`config.mk`:
```
export PLATFORM = sky130hd
export DESIGN_NAME = framebuffer_loader
export DESIGN_NICKNAME = d
export VERILOG_FILES = /design/src/rtl/fb_pkg.sv /design/src/rtl/framebuffer_loader.sv
export SDC_FILE = /design/constraint.sdc
export NUM_CORES = 1
export LEC_CHECK = 0
export CORE_ASPECT_RATIO = 1.25
export CORE_MARGIN = 2
export CORE_UTILIZATION = 35
export DETAILED_ROUTE_END_ITERATION = 10
export DONT_BUFFER_PORTS = 1
export HOLD_SLACK_MARGIN = 0.08
export RECOVER_POWER = 50
export SLEW_MARGIN = 15
export SYNTH_ARGS = -nofsm -noshare
export SYNTH_HDL_FRONTEND = slang
export SYNTH_SLANG_ARGS = --single-unit
```
`constraint.sdc`:
```
create_clock -name CLK -period 2 [get_ports CLK]
set_input_delay 0.5 -clock CLK [delete_from_list [all_inputs] [get_ports CLK]]
set_output_delay 0.5 -clock CLK [all_outputs]
set_load 0.005 [all_outputs]
```
`src/rtl/fb_pkg.sv`:
```
// fb_pkg: framebuffer geometry, pixel word type and loader FSM states shared by the loader and the renderer
package fb_pkg;
    localparam int WIDTH          = 640;
    localparam int HEIGHT         = 480;
    localparam int DATA_WIDTH     = 24;
    localparam int MEM_DEPTH      = WIDTH * HEIGHT;
    localparam int MEM_ADDR_WIDTH = $clog2(MEM_DEPTH);
    typedef logic [23:0] pixel_t;
    typedef enum logic [1:0] {WAIT_SOF, GET_R, GET_G, GET_B} loader_state_t;
endpackage

```
`src/rtl/framebuffer_loader.sv`:
```
// framebuffer_loader: packs an R,G,B byte stream into one framebuffer write per pixel
//   CLK, RST_N             clock, asynchronous active-low reset
//   s_data/s_valid/s_sof   byte stream in; s_sof marks the R byte of pixel 0
//   s_ready                high on every cycle out of reset, the source is never stalled
//   wr_en/wr_addr/wr_data  registered write strobe, pixel address, packed {R,G,B}
//   frame_done             pulses with the write of the last pixel of the frame
//   sof_err                pulses when an SOF arrives mid-frame and the loader resyncs
//   busy                   a frame is in progress
//   frame_checksum         16-bit sum of the bytes of the last completed frame,
//                          present only when FB_LOADER_CHECKSUM_EN is defined
module framebuffer_loader
    import fb_pkg::*;
#(
    parameter int WIDTH = fb_pkg::WIDTH,
    parameter int HEIGHT = fb_pkg::HEIGHT,
    localparam int MEM_DEPTH = WIDTH * HEIGHT,
    localparam int MEM_ADDR_WIDTH = $clog2(MEM_DEPTH)
) (
    input  logic                      CLK,
    input  logic                      RST_N,
    input  logic [7:0]                s_data,
    input  logic                      s_valid,
    input  logic                      s_sof,
    output logic                      s_ready,
    output logic                      wr_en,
    output logic [MEM_ADDR_WIDTH-1:0] wr_addr,
    output logic [DATA_WIDTH-1:0]     wr_data,
    output logic                      frame_done,
    output logic                      sof_err,
`ifdef FB_LOADER_CHECKSUM_EN
    output logic                      busy,
    output logic [15:0]               frame_checksum
`else
    output logic                      busy
`endif
);
    loader_state_t state, state_d;
    logic [MEM_ADDR_WIDTH-1:0] cnt, cnt_d;
    logic [7:0] r_q, r_d, g_q, g_d;
    logic we_d, done_d, err_d, acc, last;
    pixel_t pix;
    assign acc  = s_valid && s_ready;
    assign last = cnt == MEM_ADDR_WIDTH'(MEM_DEPTH - 1);
    assign pix  = {r_q, g_q, s_data};
    assign busy = state != WAIT_SOF;
    // An accepted SOF always restarts at pixel 0, whatever state the frame was in.
    always_comb begin
        state_d = state;
        cnt_d   = cnt;
        r_d     = r_q;
        g_d     = g_q;
        we_d    = 1'b0;
        done_d  = 1'b0;
        err_d   = 1'b0;
        if (acc && s_sof) begin
            state_d = GET_G;
            cnt_d   = '0;
            r_d     = s_data;
            err_d   = state != WAIT_SOF;
        end else if (acc) begin
            case (state)
                GET_R: begin
                    r_d     = s_data;
                    state_d = GET_G;
                end
                GET_G: begin
                    g_d     = s_data;
                    state_d = GET_B;
                end
                GET_B: begin
                    we_d    = 1'b1;
                    done_d  = last;
                    cnt_d   = last ? '0 : cnt + 1'b1;
                    state_d = last ? WAIT_SOF : GET_R;
                end
                default: ;
            endcase
        end
    end
    always_ff @(posedge CLK or negedge RST_N) begin
        if (!RST_N) begin
            state      <= WAIT_SOF;
            cnt        <= '0;
            r_q        <= '0;
            g_q        <= '0;
            s_ready    <= 1'b0;
            wr_en      <= 1'b0;
            wr_addr    <= '0;
            wr_data    <= '0;
            frame_done <= 1'b0;
            sof_err    <= 1'b0;
        end else begin
            state      <= state_d;
            cnt        <= cnt_d;
            r_q        <= r_d;
            g_q        <= g_d;
            s_ready    <= 1'b1;
            wr_en      <= we_d;
            frame_done <= done_d;
            sof_err    <= err_d;
            if (we_d) begin
                wr_addr <= cnt;
                wr_data <= pix;
            end
        end
    end
`ifdef FB_LOADER_CHECKSUM_EN
    // Running sum restarts on every SOF so a resync discards the aborted frame's bytes.
    logic [15:0] sum_q, sum_d;
    assign sum_d = (s_sof ? 16'd0 : sum_q) + 16'(s_data);
    always_ff @(posedge CLK or negedge RST_N) begin
        if (!RST_N) begin
            sum_q          <= '0;
            frame_checksum <= '0;
        end else if (acc && (s_sof || state != WAIT_SOF)) begin
            sum_q <= sum_d;
            if (done_d) frame_checksum <= sum_d;
        end
    end
`endif
endmodule
```
==> run metrics <==
clk root buf clkbuf_16; Clock Path Buffers 2; Placer Congestion 0.7682; Die Width 93.70 um; total chip power 4.496 mW; clk slew on worst S/H paths 0.06 ns; fin cells 507; WHS -0.1474 ns; drt via density 4.927; CP Class register to register; Max Fanout on Critical Path 9; ys flop type dfrtp_1; initial antenna violation count 0; total CTS buffers 9; Final Cycle Share 91.35%; largest net degree at the start of global routing 85; Initial DRC Count 117; vias 2498; syn nets 369; synthesized area 3520 um^2; final global-route overflow total 0; DRT Pass-1 Iters 4; count of final setup violators 0; cells after synthesis 356; number of synthesized flops with an enable pin 0; Wirelength per Cell 15.11 um; Cell Rows 40; PortBufs 0; H-tree depth 3; Global Route Usage Sum 15.20%; outcome complete, but fails checks; Die Height 116.1 um; dominant cell type by area after synthesis dfrtp_1; maxcap violations 0; Final ANT Viol Nets 0; die area 10880 um^2; R2R Path Start cnt[0]; Final Critical Period 1.827 ns; Seq/Total Area, Yosys 59.72%; worst flop-to-flop path endpoint cnt[5]; design area 4126 um^2; WP data required 2.22 ns; most numerous cell in the Yosys netlist nand2_1; FF+latch count, synth 84; R2R cell count 8; DP HPWL 5272 um; crit end category register; Fin. Hold Viols 84; worst skew pair latency 0.34 ns; final setup TNS 0 ns; CP Capture Point cnt[5]; Pleak 2.035 nW; Synth top cells by count nand2_1 (145), dfrtp_1 (84), o21ai_0 (19), mux2_2 (16), nor2_1 (10); Max Clock Freq 547.3 MHz; Yosys cell types 40; core area 9709 um^2; CTS sink count 84; IO Pins 60; placed standard-cell area 3786 um^2; Starting Density 36.25%; Critical path origin cnt[0]; pwr dens 1090 nW/um^2; Pins Over Slew Limit 0; TritonCTS clock tree done; P&R area growth vs syn 17.24%; final clock skew 0.003130 ns; R2R setup slack 0.17 ns; placed cells 491; RSZ-0062 raised after global routing no; Worst Setup Start Kind register; WP data arrival 2.05 ns; fill cell total of the finished layout 966; first-pass GRT wire length 12890 um; Yosys top cell area share 59.72%; failing checks hold timing; WL final 7661 um; ranking of synthesized cells by area dfrtp_1 (60%), nand2_1 (15%), mux2_2 (5.1%), o21ai_0 (2.7%), nor4_4 (1.2%); Async SR Flop Fraction 100.0%; fin nets 389; DRC viols 0; share of cells above drive strength 1 17.59%; Syn Area/Cell 9.887 um^2; Synthesis Warnings 0; Max VDD drop 0.6994 mV; Ant. Diodes 0; via count of the first global-routing pass 2620; Hold Crit Class input port to asynchronous set/reset pin
==> how the worst min path moves through the flow <==
stage,slack [ns],endpoint,startpoint,cells past startpoint
global placement,0.21,g_q[5],RST_N,0
finish,-0.15,wr_data[13],RST_N,0
CTS,-0.16,g_q[5],RST_N,0
global route,-0.17,wr_data[13],RST_N,0
floorplan,0.20,cnt[0],RST_N,0
detailed placement,0.21,wr_data[13],RST_N,0
==> routing by layer <==
metal  GRT usage (%)  part of all wire, %  vias to the layer above  wire (um)
met5               0                    0                        -          0
met4           6.957                  2.0                        0        150
met3           5.871                  6.4                       15        488
met2           24.57                   48                       59       3646
met1           18.00                   44                     1221       3376
li1                -                    -                     1203          -
==> logic make-up (layout without fill, tap and decap cells) <==
logic type                 after synthesis  after routing  share of synthesized area [%]
and+or+nand+nor                        190            190                          24.10
DFF                                     84             84                          59.72
AOI/OAI and AO/OA                       35             35                          5.937
buffers and inverters                   21             46                          2.595
muxes                                   18             18                          5.688
xor gates and xnor gates                 6              6                          1.493
adders and majority gates                1              1                         0.3554
other                                    1              1                         0.1065
==> state kept, by name (all words and copies together) (netlist names) <==
| name | cells |
|---|---|
| wr_data | 24 |
| s_ready | 1 |
| sof_err | 1 |
| cnt | 19 |
| state | 2 |
| frame_done | 1 |
| wr_en | 1 |
| g_q | 8 |
| wr_addr | 19 |
| r_q | 8 |
==> timing repair <==
| item | 4_1_cts | 5_1_grt |
|---|---|---|
| hold endpoints to repair | 84 | 84 |
| buffers inserted | 0 | 0 |
| gates resized for setup | 0 | 0 |
==> cell usage in the layout, fill, tap and decap left out, drive strengths merged, types with 7 or more instances in the layout <==
| cell type | count |
|---|---|
| nand2 | 145 |
| o21ai | 21 |
| clkbuf | 9 |
| inv | 7 |
| dfrtp | 84 |
| buf | 23 |
| nor2 | 10 |
| mux2 | 16 |
| nand3 | 11 |
==> metrics by stage <==
stage | worst slack [ns] | utilization, %
floorplan | 0.1923 | -
global placement | 0.1182 | 38.99
detailed placement | 0.08822 | 38.99
CTS | 0.1673 | 42.50
global route | 0.04830 | 42.50
finish | 0.1729 | 42.50
==> area by class of cell <==
| class | count | area, um^2 | share of cell area (%) |
|---|---|---|---|
| clock buffer | 9 | 225.2 | 5.458 |
| clock inverter | 7 | 115.1 | 2.790 |
| inverter | 7 | 26.28 | 0.6367 |
| multi-input combinational | 251 | 1328 | 32.17 |
| sequential | 84 | 2102 | 50.94 |
| tap | 126 | 157.7 | 3.820 |
| timing repair buffer | 23 | 172.7 | 4.184 |
==> critical path, cell delays in order (launching register included) <==
cell and delay (ns):
dfrtp_1 0.36, ha_1 0.21, nand3_2 0.11, nor4_4 0.38
buf_4 0.21, a21oi_4 0.06, buf_4 0.17, a21oi_1 0.13
mux2i_1 0.09
==> where the power goes <==
part | internal [mW] | total (mW) | switching [mW]
Sequential | 2.01 | 2.24 | 0.227
Combinational | 0.186 | 0.375 | 0.189
Clock | 1.21 | 1.89 | 0.671
Total | 3.41 | 4.50 | 1.09
(Power assumes the default switching activity.)
